==> config.mk <==
export PLATFORM = sky130hd
export DESIGN_NAME = fifo_stream_reader
export DESIGN_NICKNAME = d
export VERILOG_FILES = /design/src/rtl/fifo_stream_reader.sv
export SDC_FILE = /design/constraint.sdc
export NUM_CORES = 1
export LEC_CHECK = 0
export ABC_AREA = 1
export BUFFER_PORTS_ARGS = -buffer_cell sky130_fd_sc_hd__buf_2
export CAP_MARGIN = 20
export CORE_UTILIZATION = 54
export CTS_BUF_LIST = sky130_fd_sc_hd__clkbuf_16
export DETAILED_ROUTE_END_ITERATION = 12
export PLACE_DENSITY = 0.79
export RECOVER_POWER = 25
export SLEW_MARGIN = 5
export SYNTH_ARGS = -nofsm -noshare
export SYNTH_HDL_FRONTEND = slang
export SYNTH_SLANG_ARGS = --single-unit
==> constraint.sdc <==
create_clock -name clk -period 3.82 [get_ports clk]
set_input_delay 1.146 -clock clk [delete_from_list [all_inputs] [get_ports clk]]
set_output_delay 1.146 -clock clk [all_outputs]
set_load 0.01 [all_outputs]
==> src/rtl/fifo_stream_reader.sv <==
// fifo_stream_reader: pulls words from a synchronous FIFO and presents them
// as a valid/ready stream. A 2-entry buffer hides the FIFO's one-cycle read
// latency so back-to-back transfers run at one word per cycle.
module fifo_stream_reader #(
    parameter int WIDTH     = 8,
    parameter int CNT_WIDTH = 16
) (
    input  logic                 clk,
    input  logic                 n_reset,
    input  logic                 fifo_empty,
    input  logic [WIDTH-1:0]     fifo_data,
    output logic                 fifo_rd_en,
    output logic [WIDTH-1:0]     out_data,
    output logic                 out_valid,
    input  logic                 out_ready,
    input  logic                 flush,
    output logic [CNT_WIDTH-1:0] xfer_count
);

    logic [WIDTH-1:0] slot0;
    logic [WIDTH-1:0] slot1;
    logic [1:0]       cnt;
    logic [1:0]       cnt_nxt;
    logic             inflight;
    logic             pop;
    logic             capture;
    logic [2:0]       proj;   // occupancy at end of cycle if nothing new is requested

    assign pop      = out_valid & out_ready;
    // pop implies cnt >= 1, so this never underflows
    assign proj     = {1'b0, cnt} + {2'b00, inflight} - {2'b00, pop};
    assign fifo_rd_en = n_reset & ~flush & ~fifo_empty & (proj < 3'd2);
    // a flush discards the word arriving from the FIFO this cycle
    assign capture  = inflight & ~flush;
    assign out_data = slot0;

    // next occupancy from capture/pop, forced empty on flush
    always_comb begin
        cnt_nxt = cnt;
        if (flush) begin
            cnt_nxt = 2'd0;
        end else begin
            case ({capture, pop})
                2'b10:   cnt_nxt = cnt + 2'd1;
                2'b01:   cnt_nxt = cnt - 2'd1;
                default: cnt_nxt = cnt;
            endcase
        end
    end

    // occupancy, in-flight tracking, registered valid and transfer counter
    always_ff @(posedge clk or negedge n_reset) begin
        if (!n_reset) begin
            cnt        <= 2'd0;
            inflight   <= 1'b0;
            out_valid  <= 1'b0;
            xfer_count <= '0;
        end else begin
            cnt       <= cnt_nxt;
            inflight  <= fifo_rd_en;
            out_valid <= (cnt_nxt != 2'd0);
            if (pop)
                xfer_count <= xfer_count + {{(CNT_WIDTH-1){1'b0}}, 1'b1};
        end
    end

    // buffer slots; slot0 only changes when a new head word exists, so
    // out_data holds its last value while the buffer is empty
    always_ff @(posedge clk or negedge n_reset) begin
        if (!n_reset) begin
            slot0 <= '0;
            slot1 <= '0;
        end else if (capture) begin
            if (cnt == 2'd0 || (pop && cnt == 2'd1)) begin
                slot0 <= fifo_data;
            end else if (pop) begin
                slot0 <= slot1;
                slot1 <= fifo_data;
            end else begin
                slot1 <= fifo_data;
            end
        end else if (pop && cnt == 2'd2) begin
            slot0 <= slot1;
        end
    end

endmodule

# Word level (Yosys, flattened, before mapping)
# Cells that the tools add are included.
[word_totals]
ff_bits = 36
[classes]
n_lt_le_gt_ge = 1
n_eq_ne = 5
n_mux = 6
n_reduce_logical = 8
bitwise = 8
add_sub_neg = 5
[op_table]
columns = ["cell", "n"]
rows = [
  ["$mux W8", 4],
  ["$add A16 B1 Y16 const B", 1],
  ["$and A1 B1 Y1", 5],
  ["$eq A2 B1 Y1 const B", 2],
  ["$eq A2 B2 Y1 const B", 2],
  ["$pmux W2 S2", 1],
  ["$reduce_and A2 Y1", 2],
  ["$reduce_bool A2 Y1", 2],
  ["$add A2 B1 Y3", 1],
  ["$lt A3 B2 Y1 const B", 1],
  ["$ne A3 B2 Y1 const B", 1],
  ["$not A1 Y1", 3],
  ["$sub A3 B1 Y3", 1],
  ["$add A2 B1 Y2 const B", 1],
  ["$logic_and A1 B1 Y1", 2],
  ["$logic_not A2 Y1", 1],
  ["$mux W2", 1],
  ["$sub A2 B1 Y2 const B", 1],
  ["$logic_or A1 B1 Y1", 1],
]

# Logic depth before layout (Yosys ltp)
# Gate-level depths: netlist (run 1).
[depth]
word_depth = 6
mapped_depth = 9
ltp_nobuf = 8

# Least setup slack after synthesis (run 1)
# No wires, ideal clock.
[synth_timing]
path_type = "input to output"
startpoint = "input out_ready"
endpoint = "output fifo_rd_en"
setup_slack_ns = 0.185
t_arrival_ns = 2.489
t_required_ns = 2.674
stages = 8
n_path_buf = 0
cell_sequence = "nand2_4 > inv_4 > nand2_1 > nand2_1 > nand2_1 > fa_1 > nand2_1 > nor4_1"
[synth_via]
elab_chain_cells = 4
[synth_lines]
columns = ["item", "line_no", "source"]
rows = [
  ["start, declared", "15", "input logic out_ready,"],
  ["$and A1 B1 Y1", "29", "assign pop = out_valid & out_ready;"],
  ["$sub A3 B1 Y3", "31", "assign proj = {1'b0, cnt} + {2'b00, inflight} - {2'b00, pop};"],
  ["$lt A3 B2 Y1", "32", "assign fifo_rd_en = n_reset & ~flush & ~fifo_empty & (proj < 3'd2);"],
  ["$and A1 B1 Y1", "32", ""],
  ["end, declared", "12", "output logic fifo_rd_en,"],
]
# No other way between the ends.

# Final worst setup path (run 1)
# Ends and elaborated chain as after synthesis.

==> out/results.ini, run 1 <==
[outcome]
status=finished, violations left
violations=max-capacitance violations, max-slew violations

[pwr]
p_leak_nw=1.22
p_per_area_nw_per_um2=624
ir_worst_vdd_uv=453
power_mw=1.42

[critical_path]
reg2reg_setup_slack_ns=1.98
path_cells=buf_6 -> nand2_4 -> inv_4 -> nand2_4 -> nand2_2 -> nand2_2 -> fa_1 -> nand2_2 -> nor4_4 -> buf_2
r2r_end=inflight$_DFF_PN0_
worstPathMaxFanout=3
worstPathArrival_ns=2.60
worst-setup-path-type=in2out
critPathTopFamily=simple AND/OR/NAND/NOR gates
reg2reg_depth=9
slowest_delay_ns=0.54
rr_startpoint=out_valid$_DFF_PN0_
cp_common_cell=nand2_2
startpoint=out_ready
crit_buf_inv=3
cp_slowest_cell=fa_1
required_ns=2.67
start_kind=input port
cp-end-kind=primary output

[sta]
skew_ns=0.00364
fin_ws_ns=0.0785
hold_violations=0
finalCritPeriodShare_pct=97.9
setup_violations=0
fmax_ghz=0.267
hold_slack_ns=0.487
rsz0062_at_grt=no
slew_headroom_pct=-25.4
period_needed_ns=3.74
slew_violations=37
tightest_slew_ns=1.88

[logic_synthesis]
ys.flop_type=dfrtp_1
yosysMostFrequentCell=nand2_1
synth_area_leaders=dfrtp_1 (49%), nand3_1 (11%), nand2_1 (10%)
synth.avg_cell_area_um2=8.60
ys_ff_latch=36
syn_area_um2=1840
synth_seq_area_share_pct=48.9
async_reset_ff_share_pct=100
post_synth_inst_count=214
syn_nets=232
synth_enable_flop_cells=0
yosysWarnings=0
netlist.area_leader.share_pct=48.9
yosys.cell_types.count=27
synthTopCellsByCount=nand2_1 (50), nand3_1 (40), dfrtp_1 (36)
yosys.area.top_type=dfrtp_1

[global_route]
grt-ovfl-total=0
track_usage_pct=24.3
grt_pass1_wl_um=6140
grt_max_degree=37
antenna_found_initial=0
first_global_vias=1330

[placed_design]
postPlaceCellArea_um2=2080
dp_hpwl_um=2770
dp.cells=296
pre_cts_slack_ns=-0.0152
port_buffers=38
gp_congestion=0.843

[routing]
first_pass_iters=4
wire_per_inst_um=13.0
ant_nets=0
dr.first_iter.drc_count=105
viasPerCell=5.14
drc=0
dr_total_vias=1572
wirelength_um=3970

[die]
dieArea_um2=3650
die_h_um=60.4
rows=20
core-area_um2=3150
start_util_pct=58.4
die_w_um=60.4
ios=39

[clock_tree]
htreeDepth=2
cts.sinks=36
cts_root_buf=clkbuf_16
cts_tree=done
clockBufferDepth=2
insertion_delay_ns=0.28
clkSlewWorstSetupHoldPaths_ns=0.06
cts_inserted_buffers=5

[cells_and_area]
drive_gt1_share_pct=25.6
final_nets=279
diodes=0
finalNonFillerCells=306
multi_input_area_um2=841
fillers=246
syn2layout_area_growth_pct=23.7
fin_area_um2=2280
seq_area_um2=901

[worst_hold_path]
whs_path_depth=2
worstHoldStart=slot1[3]$_DFFE_PN0P_
hold_end=slot1[3]$_DFFE_PN0P_
hp-class=reg2reg

[run]
drv_cap=1

[per-stage QoR]
step / setup TNS [ns] / util [%]
2_1_floorplan: 0 / -
3_3_place_gp: 0 / 66.1
3_5_place_dp: -0.0152 / 66.1
4_1_cts: 0 / 70.9
5_1_grt: 0 / 72.2
6_report: 0 / 72.2
[cell usage in the layout, fill, tap and decap left out, drive strengths merged]
cell,n
inv,28
nor2,14
nor3,3
nand3b,1
dfrtp,36
nand3,41
fa,1
nand2,54
clkinv,3
clkbuf,7
nor4,1
buf,41
nand4,7
ha,4
xor2,6
xnor2,5
o21ai,10
[how the worst max path moves through the flow]
stage,end,slack (ns),depth (start not counted)
floorplan,fifo_rd_en,0.18,8
global placement,fifo_rd_en,0.11,10
detailed placement,fifo_rd_en,-0.02,10
CTS,fifo_rd_en,0.02,10
global route,fifo_rd_en,0.02,10
finish,fifo_rd_en,0.08,10
[timing repair]
action                     4_1_cts  5_1_grt
hold endpoints to repair         0        0
resized for setup                1        9
hold buffers                     0        0
setup endpoints to repair        1        1
buffers inserted                 0        2
pin swaps                        0        4
[cells by family after synthesis]
| family | count (synthesis) | share of synthesized area (%) |
|---|---|---|
| fa+ha+maj | 5 | 3.81 |
| xor+xnor | 11 | 5.23 |
| buf+inv | 31 | 7.14 |
| compound gates | 10 | 3.33 |
| flops | 36 | 48.9 |
| simple gates | 121 | 31.5 |
[report_power, final]
part | switching, mW | internal (mW) | total [mW]
Sequential | 0.0861 | 0.486 | 0.572
Clock | 0.156 | 0.240 | 0.396
Combinational | 0.266 | 0.187 | 0.453
Total | 0.508 | 0.913 | 1.42
[area by class of cell]
cell class	count	area share, %
clock inverter	3	0.824
timing repair buffer	43	10.1
tap	44	2.42
multi-input combinational	147	36.9
clock buffer	5	5.49
sequential	36	39.6
inverter	28	4.73
[layer usage]
| metal | GRT usage [%] | up-vias | share of wire, % |
|---|---|---|---|
| met2 | 35.3 | 56 | 49 |
| met4 | 8.97 | 0 | 1.5 |
| met3 | 8.96 | 6 | 5.5 |
| met5 | 0 | - | 0 |
| met1 | 33.4 | 722 | 44 |
| li1 | - | 788 | - |
[worst reg2reg max path, stage by stage, from the launching register on]
cell,delay [ns]
dfrtp_1,0.41
nand2_4,0.10
inv_4,0.07
nand2_4,0.05
nand2_2,0.07
nand2_2,0.06
fa_1,0.54
nand2_2,0.07
nor4_4,0.26
buf_4,0.14
[sequential cells by signal, indices dropped and copies added, names as in the netlist]
name	count
slot1	8
cnt	2
out_valid	1
inflight	1
xfer_count	16
out_data	8
Power figures use the tool's default switching activity.
==> run 2: changes to the inputs <==
ABC_AREA = not set   (was 1)
CORE_UTILIZATION = 53   (was 54)
MAX_ROUTING_LAYER = met4   (was not set)
==> run 2 against run 1 <==
Effect of this change:
- the flow still finishes with violations (max-capacitance violations, max-slew violations)
- final cell count decreased by 23%
- register-to-register slack got worse by 0.07 ns
- sequential power increased by 1%
- first-iteration DRC count decreased by 41%
- routed wire length decreased by 13%
- area after synthesis decreased by 7.2%
- flip-flop and latch count unchanged
- global-route usage decreased by 0.42 points
- clock power increased by 13%
- utilization decreased by 3.1 points
- largest cell class unchanged
==> out/results.ini, run 2 <==
[cells_and_area]
fin_util_pct=69.1  ; -3.1 points
final_cell_mix=buf_2 (37), dfrtp_1 (36), nor2_1 (16)
diodes=0  ; unchanged
regMostFlops=xfer_count
layout_commonest_cell=buf_2
final_nets=210  ; -25%
largest_register_ffs=16  ; unchanged
fin_area_um2=2110  ; -7.3%
drive_gt1_share_pct=31.6  ; +6.0 points
syn2layout_area_growth_pct=23.6

[clock_tree]
clockBufferDepth=2  ; unchanged
cts.sinks=36  ; unchanged
postCtsSetupBuffers=0  ; unchanged
cts_resized=0  ; -1
cts_hold_buf=0  ; unchanged
cts_tree=done
htreeDepth=2  ; unchanged
cts_inserted_buffers=5  ; unchanged
cts_root_buf=clkbuf_16
clkSlewWorstSetupHoldPaths_ns=0.05  ; about the same
insertion_delay_ns=0.27  ; about the same

[pwr]
power_mw=1.35  ; -5.3%
ir_worst_vdd_uv=347  ; -23%
switching_share_pct=28.9  ; -6.9 points
p_switching_mw=0.389  ; -23%
p_leak_nw=1.07  ; -13%
internal-power_mw=0.957  ; +4.9%
p_per_area_nw_per_um2=638  ; +2.2%
p_comb_share_pct=23.7  ; -8.2 points
power_frac_seq_pct=43.1  ; +2.8 points
power.share.clock_pct=33.2  ; +5.3 points

[global_route]
met2_usage_pct=41.9  ; +6.6 points
track_usage_pct=23.9  ; -0.42 points
first_global_vias=1277  ; -4.0%
grt_pass1_wl_um=5760  ; -6.2%
grt_util_met3_pct=6.59  ; -2.4 points
antenna_found_initial=0  ; unchanged
grt-ovfl-total=0  ; unchanged
met1_usage_pct=26.0  ; -7.4 points
grt_max_degree=37  ; unchanged
top_usage_layer=met2

[logic_synthesis]
async_reset_ff_share_pct=100  ; unchanged
synth_enable_flop_cells=0  ; unchanged
synth_seq_area_share_pct=52.7  ; +3.8 points
ys.flop_type=dfrtp_1
ys_ff_latch=36  ; unchanged
post_synth_inst_count=147  ; -31%
yosysWarnings=0  ; unchanged
yosys.area.top_type=dfrtp_1
synth.avg_cell_area_um2=11.6  ; +35%
syn_area_um2=1710  ; -7.2%
syn_nets=165  ; -29%
yosys.cell_types.count=32  ; +19%
netlist.area_leader.share_pct=52.7  ; +3.8 points
yosysMostFrequentCell=dfrtp_1
synthTopCellsByCount=dfrtp_1 (36), nor2_1 (16), xnor2_1 (13)
synth_area_leaders=dfrtp_1 (53%), xnor2_1 (6.7%), mux2i_1 (5.9%)

[critical_path]
start_kind=input port
endpoint=fifo_rd_en
reg2reg_setup_slack_ns=1.91  ; -0.07 ns
rr_startpoint=cnt[1]$_DFF_PN0_
path_cells=buf_2 -> nand2_2 -> xnor2_1 -> nand2_1 -> fa_1 -> nand4bb_1 -> nor2_1 -> buf_2
crit_buf_inv=2  ; -1
worst-setup-path-type=in2out
cp-end-kind=primary output
required_ns=2.67  ; about the same
reg2reg_depth=6  ; -3
cp.depth=8  ; -2
slowest_delay_ns=0.49  ; -0.05 ns
cp_slowest_cell=fa_1
worstPathMaxFanout=4  ; +1
cp_common_cell=buf_2
startpoint=out_ready
r2r_end=out_data[7]$_DFFE_PN0P_
worstPathArrival_ns=2.52  ; -0.08 ns
critPathTopFamily=adder cells

[placed_design]
pre_cts_slack_ns=0.128  ; +0.143 ns
gp_congestion=0.765  ; -9.3%
postPlaceCellArea_um2=1950  ; -6.4%
dp_hpwl_um=2420  ; -13%
port_buffers=38  ; unchanged

[sta]
tightest_slew_ns=1.83  ; -0.0551 ns
final.setup.tns_ns=0  ; unchanged
rsz0062_at_grt=no
period_needed_ns=3.67  ; -0.0717 ns
hold_violations=0  ; unchanged
slew_headroom_pct=-21.7  ; +3.7 points
skew_ns=0.00440  ; +0.000751 ns
setup_violations=0  ; unchanged
fmax_ghz=0.272  ; +2.0%
finalCritPeriodShare_pct=96.1  ; -1.9 points
fin_ws_ns=0.150  ; +0.0717 ns
slew_violations=37  ; unchanged

[run]
drv_cap=1  ; unchanged

[outcome]
status=finished, violations left
violations=max-capacitance violations, max-slew violations

[die]
start_util_pct=55.9  ; -2.4 points
core-area_um2=3050  ; -3.2%
rows=20  ; unchanged
die_w_um=58.8  ; -2.7%
dieArea_um2=3450  ; -5.3%
die_h_um=58.8  ; -2.7%
ios=39  ; unchanged

[routing]
dr.first_iter.drc_count=62  ; -41%
dr_total_vias=1249  ; -21%
wire_per_inst_um=14.6  ; +13%
ant_nets=0  ; unchanged
first_pass_iters=4  ; unchanged
viasPerCell=5.27  ; +2.6%
wirelength_um=3470  ; -13%
drc=0  ; unchanged

[worst_hold_path]
hp-class=reg2reg

## run 2: cell types whose count changed in the layout (fill, tap and decap cells not counted), sizes merged, moves of 2 or more
| cell | before | now |
|---|---|---|
| nand3 | 41 | 6 |
| xor2 | 6 | 4 |
| mux2i | 0 | 10 |
| nand4 | 7 | 4 |
| clkinv | 3 | 1 |
| xnor2 | 5 | 13 |
| buf | 41 | 38 |
| nor2 | 14 | 16 |
| o21ai | 10 | 2 |
| nand2 | 54 | 14 |
| and3 | 0 | 3 |
| a21oi | 0 | 9 |
| inv | 28 | 3 |
| mux2 | 0 | 8 |
## run 2: power groups by stage
stage | clock (mW) | combinational, mW | sequential (mW)
6_report | 0.447 | 0.319 | 0.580
5_1_grt | 0.467 | 0.356 | 0.596
4_1_cts | 0.454 | 0.323 | 0.581
3_5_place_dp | 0 | 0.318 | 0.584
3_3_place_gp | 0 | 0.305 | 0.571
2_1_floorplan | 0 | 0.177 | 0.596
## run 2: worst min path at each step
| stage | from | end | slack, ns | cells past startpoint |
|---|---|---|---|---|
| floorplan | slot1[0]$_DFFE_PN0P_ | slot1[0]$_DFFE_PN0P_ | 0.48 | 1 |
| global placement | xfer_count[15]$_DFFE_PN0P_ | xfer_count[15]$_DFFE_PN0P_ | 0.46 | 1 |
| detailed placement | xfer_count[15]$_DFFE_PN0P_ | xfer_count[15]$_DFFE_PN0P_ | 0.46 | 1 |
| CTS | xfer_count[15]$_DFFE_PN0P_ | xfer_count[15]$_DFFE_PN0P_ | 0.47 | 1 |
| global route | xfer_count[15]$_DFFE_PN0P_ | xfer_count[15]$_DFFE_PN0P_ | 0.49 | 1 |
| finish | xfer_count[15]$_DFFE_PN0P_ | xfer_count[15]$_DFFE_PN0P_ | 0.46 | 1 |
## run 2: metal layers
| layer | wire, um | up-vias |
|---|---|---|
| met4 | 31 | 0 |
| li1 | - | 599 |
| met5 | 0 | - |
| met2 | 1810 | 35 |
| met1 | 1490 | 611 |
| met3 | 132 | 4 |
## run 2: area by class of cell
type,count,area (um^2)
inverter,2,7.51
timing repair buffer,40,200
sequential,36,901
multi-input combinational,107,783
clock buffer,5,125
fill,247,942
clock inverter,3,38.8
tap,44,55.1
## run 2: per-stage QoR
step,hold slack (ns),instances
6_report,0.464,237
5_1_grt,0.494,237
4_1_cts,0.469,237
3_5_place_dp,0.462,229
3_3_place_gp,0.455,229
2_1_floorplan,0.479,147
## run 2: cell families (layout without fill, tap and decap cells)
group / Yosys count / count (layout) / synth area share (%)
compound gates: 14 / 14 / 5.50
xor+xnor: 17 / 17 / 8.72
fa+ha+maj: 5 / 5 / 4.10
buf+inv: 4 / 50 / 1.39
flops: 36 / 36 / 52.7
mux: 18 / 18 / 11.1
simple gates: 53 / 53 / 16.4
